`src/rtl/cic_cfg_pkg.sv`:
```
// Shared definitions for the CIC configuration controller: state codes,
// per-direction filter constants and the layout of the gain configuration word.
package cic_cfg_pkg;

   typedef logic [3:0] state_t;

   localparam state_t ST_IDLE = 4'd0;
   localparam state_t ST_SQ   = 4'd1;
   localparam state_t ST_PW   = 4'd2;
   localparam state_t ST_LZD  = 4'd3;
   localparam state_t ST_DIV  = 4'd4;
   localparam state_t ST_ADJ  = 4'd5;
   localparam state_t ST_WR_G = 4'd6;
   localparam state_t ST_WR_N = 4'd7;
   localparam state_t ST_DONE = 4'd8;

   localparam int RX_K = 4;
   localparam int TX_K = 3;

   localparam logic [9:0] RX_GM_CAP = 10'd1023;
   localparam logic [9:0] TX_GM_CAP = 10'd256;
   localparam logic [4:0] RX_GE_MIN = 5'd0;
   localparam logic [4:0] TX_GE_MIN = 5'd8;

   localparam int GW_GM_LSB = 0;
   localparam int GW_GM_MSB = 9;
   localparam int GW_GE_LSB = 10;
   localparam int GW_GE_MSB = 14;
   localparam int GW_RSV    = 15;

   localparam logic [1:0] CWR_GAIN = 2'b01;
   localparam logic [1:0] CWR_N    = 2'b10;

   // Gain word as the CIC expects it: reserved top bit, exponent, 4.6 mantissa.
   function automatic logic [15:0] gain_word(input logic [4:0] ge, input logic [9:0] gm);
      gain_word = '0;
      gain_word[GW_RSV] = 1'b0;
      gain_word[GW_GE_MSB:GW_GE_LSB] = ge;
      gain_word[GW_GM_MSB:GW_GM_LSB] = gm;
   endfunction

endpackage

```
`src/rtl/cic_cfg_recip.sv`:
```
// Restoring divider producing floor(65536/d) for a normalised 10-bit d,
// one quotient bit per cycle, most significant bit first.
module cic_cfg_recip
   import cic_cfg_pkg::*;
(
   input  logic       cclk,
   input  logic       rst,
   input  logic       start,
   input  logic [9:0] d,
   output logic [7:0] q,
   output logic       busy
);

   logic [16:0] rem;
   logic [16:0] dsh;
   logic [3:0]  cnt;

   // d is at least 512, so the quotient never needs more than 8 bits and the
   // divisor starts aligned to quotient bit 7.
   always_ff @(posedge cclk) begin
      if (rst) begin
         rem <= '0;
         dsh <= '0;
         cnt <= '0;
         q   <= '0;
      end else if (start) begin
         rem <= 17'h10000;
         dsh <= {d, 7'd0};
         cnt <= 4'd8;
         q   <= '0;
      end else if (cnt != 4'd0) begin
         if (rem >= dsh) begin
            rem <= rem - dsh;
            q   <= {q[6:0], 1'b1};
         end else begin
            q   <= {q[6:0], 1'b0};
         end
         dsh <= dsh >> 1;
         cnt <= cnt - 4'd1;
      end
   end

   assign busy = (cnt != 4'd0);

endmodule

```
`src/rtl/cic_cfg_ctl.sv`:
```
// Computes the CIC gain-normalisation word from N and direction, then writes
// the gain and N words to the CIC configuration port on consecutive cycles.
module cic_cfg_ctl
   import cic_cfg_pkg::*;
#(
   parameter int RX_TARGET = 46,
   parameter int TX_TARGET = 42,
   parameter int N_MIN     = 8
)(
   input  logic        cclk,
   input  logic        rst,
   input  logic        req_valid,
   output logic        req_ready,
   input  logic        req_xmt,
   input  logic        req_man,
   input  logic [11:0] req_n,
   input  logic [4:0]  req_ge,
   input  logic [9:0]  req_gm,
   output logic [15:0] cin,
   output logic [1:0]  cwr,
   output logic        done,
   output logic        sat,
   output logic        err,
   output logic [4:0]  stat_ge,
   output logic [9:0]  stat_gm
);

   state_t      state;
   logic [11:0] n_r;
   logic        xmt_r;
   logic [23:0] s_r;
   logic [47:0] prod_r;
   logic [5:0]  p_r;
   logic [2:0]  div_cnt;

   logic [47:0] pw_mult;
   logic [5:0]  lzd_lead;
   logic [9:0]  lzd_d;
   logic        rcp_start;
   logic [7:0]  rcp_q;
   logic        rcp_busy;

   int          adj_e;
   logic [15:0] adj_gm_wide;
   logic [9:0]  adj_cap;
   logic [4:0]  adj_ge_min;
   logic [4:0]  adj_ge;
   logic [9:0]  adj_gm;
   logic        adj_sat;

   // Receive raises s=N^2 to N^4, transmit only to N^3.
   always_comb begin
      pw_mult = {36'd0, n_r};
      if ((xmt_r ? TX_K : RX_K) == RX_K) begin
         pw_mult = {24'd0, s_r};
      end
   end

   // Leading-one position and the 10-bit normalised mantissa below it.
   always_comb begin
      lzd_lead = '0;
      for (int i = 0; i < 48; i++) begin
         if (prod_r[i]) lzd_lead = 6'(i);
      end
      lzd_d = 10'(prod_r >> (lzd_lead - 6'd9));
   end

   assign rcp_start = (state == ST_LZD);

   cic_cfg_recip u_recip (
      .cclk  (cclk),
      .rst   (rst),
      .start (rcp_start),
      .d     (lzd_d),
      .q     (rcp_q),
      .busy  (rcp_busy)
   );

   // Exponent lands outside the CIC's range at both ends; overshoot is folded
   // into the mantissa, undershoot is pinned to the minimum and flagged.
   always_comb begin
      adj_cap     = xmt_r ? TX_GM_CAP : RX_GM_CAP;
      adj_ge_min  = xmt_r ? TX_GE_MIN : RX_GE_MIN;
      adj_e       = (xmt_r ? TX_TARGET : RX_TARGET) - int'(p_r) - 1;
      adj_gm_wide = {8'd0, rcp_q};
      adj_ge      = '0;
      adj_gm      = '0;
      adj_sat     = 1'b0;
      if (adj_e > 31) begin
         adj_ge      = 5'd31;
         adj_gm_wide = adj_gm_wide << (adj_e - 31);
         if (adj_gm_wide > {6'd0, adj_cap}) begin
            adj_gm  = adj_cap;
            adj_sat = 1'b1;
         end else begin
            adj_gm  = adj_gm_wide[9:0];
         end
      end else if (adj_e < int'(adj_ge_min)) begin
         adj_ge  = adj_ge_min;
         adj_gm  = {2'd0, rcp_q};
         adj_sat = 1'b1;
      end else begin
         adj_ge  = 5'(adj_e);
         adj_gm  = {2'd0, rcp_q};
      end
   end

   assign req_ready = (state == ST_IDLE);

   // Sequencer; every output is registered on entry to the state that shows it.
   always_ff @(posedge cclk) begin
      if (rst) begin
         state   <= ST_IDLE;
         n_r     <= '0;
         xmt_r   <= 1'b0;
         s_r     <= '0;
         prod_r  <= '0;
         p_r     <= '0;
         div_cnt <= '0;
         cin     <= '0;
         cwr     <= '0;
         done    <= 1'b0;
         sat     <= 1'b0;
         err     <= 1'b0;
         stat_ge <= '0;
         stat_gm <= '0;
      end else begin
         cin  <= '0;
         cwr  <= '0;
         done <= 1'b0;
         case (state)
            ST_IDLE: begin
               if (req_valid) begin
                  n_r   <= req_n;
                  xmt_r <= req_xmt;
                  sat   <= 1'b0;
                  err   <= 1'b0;
                  if (int'(req_n) < N_MIN) begin
                     err   <= 1'b1;
                     done  <= 1'b1;
                     state <= ST_DONE;
                  end else if (req_man) begin
                     cwr     <= CWR_GAIN;
                     cin     <= gain_word(req_ge, req_gm);
                     stat_ge <= req_ge;
                     stat_gm <= req_gm;
                     state   <= ST_WR_G;
                  end else begin
                     state <= ST_SQ;
                  end
               end
            end
            ST_SQ: begin
               s_r   <= {12'd0, n_r} * {12'd0, n_r};
               state <= ST_PW;
            end
            ST_PW: begin
               prod_r <= {24'd0, s_r} * pw_mult;
               state  <= ST_LZD;
            end
            ST_LZD: begin
               p_r     <= lzd_lead;
               div_cnt <= '0;
               state   <= ST_DIV;
            end
            ST_DIV: begin
               div_cnt <= div_cnt + 3'd1;
               if (div_cnt == 3'd7) state <= ST_ADJ;
            end
            ST_ADJ: begin
               if (!rcp_busy) begin
                  cwr     <= CWR_GAIN;
                  cin     <= gain_word(adj_ge, adj_gm);
                  stat_ge <= adj_ge;
                  stat_gm <= adj_gm;
                  sat     <= adj_sat;
                  state   <= ST_WR_G;
               end
            end
            ST_WR_G: begin
               cwr   <= CWR_N;
               cin   <= {4'h0, n_r};
               state <= ST_WR_N;
            end
            ST_WR_N: begin
               done  <= 1'b1;
               state <= ST_DONE;
            end
            ST_DONE: begin
               state <= ST_IDLE;
            end
            default: begin
               state <= ST_IDLE;
            end
         endcase
      end
   end

endmodule
```
`config.mk`:
```
export PLATFORM = sky130hd
export DESIGN_NAME = cic_cfg_ctl
export DESIGN_NICKNAME = d
export VERILOG_FILES = /design/src/rtl/cic_cfg_pkg.sv /design/src/rtl/cic_cfg_recip.sv /design/src/rtl/cic_cfg_ctl.sv
export SDC_FILE = /design/constraint.sdc
export NUM_CORES = 2
export LEC_CHECK = 0
export CAP_MARGIN = 20
export CORE_AREA = 2 2 241 243
export DETAILED_ROUTE_END_ITERATION = 10
export DIE_AREA = 0 0 243 245
export HOLD_SLACK_MARGIN = 0.15
export PLACE_DENSITY = 0.8
export SLEW_MARGIN = 40
export SYNTH_ARGS = -nofsm -noshare
export SYNTH_HDL_FRONTEND = slang
export SYNTH_HIERARCHICAL = 1
export SYNTH_SLANG_ARGS = --single-unit
```
`constraint.sdc`:
```
create_clock -name cclk -period 7.2 [get_ports cclk]
set_clock_uncertainty 0.1 [all_clocks]
set_input_delay 1.44 -clock cclk [delete_from_list [all_inputs] [get_ports cclk]]
set_output_delay 1.44 -clock cclk [all_outputs]
set_load 0.01 [all_outputs]
```
==> results.py <==
metrics = {
    "setup_path": {
        "crit_top_cell": "fa_1",
        "slowest_delay_ns": 0.56,
        "crit_required_ns": 7.46,
        "worst-path-buf-inv": 7,
        "end_kind": "register",
        "path_depth": 27,
        "slowest_stage": "fa_1",
        "crit_type": "register to register",
        "crit_family": "adder cells",
        "cp_max_fo": 7,
        "arrival_ns": 7.44,
        "start_kind": "register",
        "reg2reg_depth": 27,
    },
    "floorplanning": {
        "die_area_mm2": 0.05954,
        "core_area_mm2": 0.05703,
        "die_width_um": 243,
        "fp.dieH_um": 245,
        "rows": 88,
        "initial_core_util_pct": 59.15,
        "io_pins": 69,
    },
    "timing": {
        "hold_slack_ns": 0.3640,
        "finalSetupViolations": 0,
        "finalCriticalPeriod_ns": 7.175,
        "finalHoldViolCount": 0,
        "rsz0062_at_grt": "true",
        "setup_ws_ns": 0.02487,
        "fmax_ghz": 0.1394,
        "slew_headroom_pct": 40.32,
        "tns_ns": 0,
        "finalCritPeriodShare_pct": 99.65,
        "slew_violations": 0,
        "worstMarginPinSlew_ns": 0.8726,
    },
    "clock_network": {
        "cts_tree": "built",
        "ctsHoldBuffers": 0,
        "clk_latency_ns": 0.48,
        "numClockSinks": 178,
        "cts-root-buf": "clkbuf_16",
        "clk_path_buf_depth": 2,
        "clk_pin_slew_ns": 0.08,
        "h-tree-depth": 4,
        "numCtsBuffers": 17,
    },
    "synth": {
        "ys_warn_count": 6,
        "yosys_most_used_dff": "dfxtp_1",
        "syn-cell-area_mm2": 0.03374,
        "yosysSeqAreaShare_pct": 10.56,
        "synth_xor_area_share_pct": 2.329,
        "synth.avg_cell_area_um2": 8.550,
        "synth_top_family_by_area": "adder cells",
        "synth-compound-area-share_pct": 11.25,
        "syn_inst": 3946,
        "synthAdderAreaFrac_pct": 42.97,
        "synth-simple-area-share_pct": 17.51,
        "synth_mux_area_share_pct": 5.014,
        "ys_types": 110,
        "ys_ff_latch": 178,
        "synthArstFlopShare_pct": 0,
        "synth_edf_count": 0,
    },
    "power": {
        "power_frac_seq_pct": 14.1,
        "vdd_drop_max_mv": 0.6202,
        "p_leak_nw": 17.43,
        "p_sw_mw": 4.955,
        "power.share.clock_pct": 10.4,
        "combPwrFrac_pct": 75.5,
        "power_density_mw_per_mm2": 248.2,
        "switching_share_pct": 52.40,
        "p_int_mw": 4.501,
    },
    "detailed_routing": {
        "drt_drc_violations_left": 0,
        "route.vias.total": 28210,
        "vias_per_cell": 5.820,
        "drt_wl_total_mm": 89.58,
        "first_pass_iters": 5,
        "antenna_left": 0,
        "first_iter_violations": 2413,
        "wl_per_cell_um": 18.48,
    },
    "layout": {
        "syn_to_final_growth_pct": 12.91,
        "layout-drive-gt1-share_pct": 12.25,
        "final_cell_mix": "inv_1, nand2_1, fa_1",
        "diodes": 0,
        "finalCoreUtilization_pct": 66.79,
        "final_common_cell": "inv_1",
        "nets": 4923,
        "fin_cells": 4847,
    },
    "min_path": {
        "min_path_cells": 2,
        "hold_class": "register to register",
    },
    "placement": {
        "dp.cells": 4782,
        "port_buffers": 67,
        "place_congestion": 0.9363,
        "place_hpwl_mm": 68.74,
        "preCtsSetupSlack_ns": -0.3082,
    },
    "global_route": {
        "grt_pass1_wl_mm": 146.9,
        "grt_pass1_vias": 29180,
        "grt_max_degree": 74,
        "grt.overflow.total": 0,
        "antenna_found_initial": 0,
        "grt_use_total_pct": 30.53,
    },
    "status": {
        "status": "completed",
    },
    "job": {
        "cap_violations": 0,
    },
}
==> synth_stat cells, types with 8 or more instances <==
cell type	instances	area [um^2]
a211oi_1	33	247.7
a21o_1	48	360.4
a21oi_1	234	1171
a22oi_1	12	90.09
a31oi_1	20	125.1
and2_1	197	1232
and3_1	29	181.4
buf_1	8	30.03
buf_2	11	55.05
clkbuf_1	196	735.7
dfxtp_1	178	3563
fa_1	561	11230
ha_1	261	3266
inv_1	668	2507
mux2_2	23	259.0
mux2i_1	25	250.2
mux4_1	14	367.9
mux4_2	35	788.3
nand2_1	651	2444
nand2b_1	19	118.9
nand3_1	47	235.2
nand4_1	13	81.33
nor2_1	161	604.3
nor2b_1	37	231.5
nor3_1	46	230.2
nor4_1	18	112.6
o211ai_1	19	142.6
o21a_1	23	172.7
o21ai_0	81	405.4
o21ai_1	8	40.04
o31ai_1	12	90.09
or3_1	9	56.30
xnor2_1	53	464.2
xor2_1	33	289.0
==> path summary, 6_finish.rpt <==
path | startpoint | to | slack (ns)
worst min register to register | stat_gm[0] | stat_gm[0] | 0.36
worst max-delay path | xmt_r | prod_r[45] | 0.02
worst max register to register | xmt_r | prod_r[45] | 0.02
worst min-delay path | stat_gm[0] | stat_gm[0] | 0.36
==> per-layer routing <==
| layer | GRT usage [%] | part of all wire [%] |
|---|---|---|
| met1 | 38.36 | 39 |
| met2 | 52.32 | 49 |
| met3 | 4.264 | 7.3 |
| met4 | 14.25 | 4.8 |
| met5 | 0 | 0 |
==> layout make-up <==
class	instances	area [um^2]
repair buffers	311	2948
inverters	671	2520
well taps	765	957.2
flip-flops and latches	178	3567
clock inverters	15	181.4
fillers	4380	18940
clock buffers	17	425.4
multi-input cells	2890	27500
==> stage by stage <==
stage | power, mW | cell area, um^2
finish | 9.456 | 38090
global route | 10.09 | 38090
CTS | 9.202 | 37250
detailed placement | 8.168 | 36400
global placement | 7.988 | 36360
floorplan | 6.588 | 33870
==> repair_timing <==
action	4_1_cts	5_1_grt
endpoints found under the setup margin	20	23
cloned	0	3
pin swaps	13	81
resized for setup	49	131
setup buffers	8	22
==> worst register-to-register path, stage by stage, from the launching register on <==
cell,delay [ns]
dfxtp_4,0.38
buf_6,0.14
buf_6,0.14
nor2b_1,0.16
buf_4,0.21
and2_1,0.17
fa_1,0.45
fa_1,0.56
fa_1,0.56
inv_1,0.05
fa_1,0.48
fa_1,0.52
fa_1,0.49
inv_1,0.05
fa_1,0.44
ha_1,0.33
o21a_1,0.21
o21ai_2,0.19
and2_4,0.18
nor2_2,0.04
a211oi_2,0.20
buf_4,0.16
a21oi_2,0.05
a31o_2,0.26
nand2_2,0.09
o31ai_4,0.06
buf_4,0.15
a211o_1,0.24
==> power by group through the flow <==
stage	sequential [mW]	combinational, mW	clock, mW
floorplan	1.30	5.29	0
global placement	1.34	6.65	0
detailed placement	1.35	6.82	0
CTS	1.33	6.89	0.987
global route	1.36	7.70	1.03
finish	1.34	7.14	0.979
==> kinds of logic (layout without fill, tap and decap cells) <==
group                    Yosys count  after routing
buffers and inverters            901           1014
AND/OR/NAND/NOR                 1271           1271
other                              2             25
AO/OA/AOI/OAI                    585            585
flip-flops                       178            178
XOR/XNOR                          88             88
adder cells (fa/ha/maj)          822            822
multiplexers                      99             99
==> state kept, by name (all words and copies together) (netlist names), 2 cells and up <==
signal and cells:
cin 15, stat_ge 5, state 4, stat_gm 10, prod_r 48, p_r 6, u_recip/dsh 17, u_recip/cnt 4
n_r 12, s_r 23, u_recip/rem 17, u_recip/q 8, cwr 2, div_cnt 3
(Power assumes the default switching activity.)
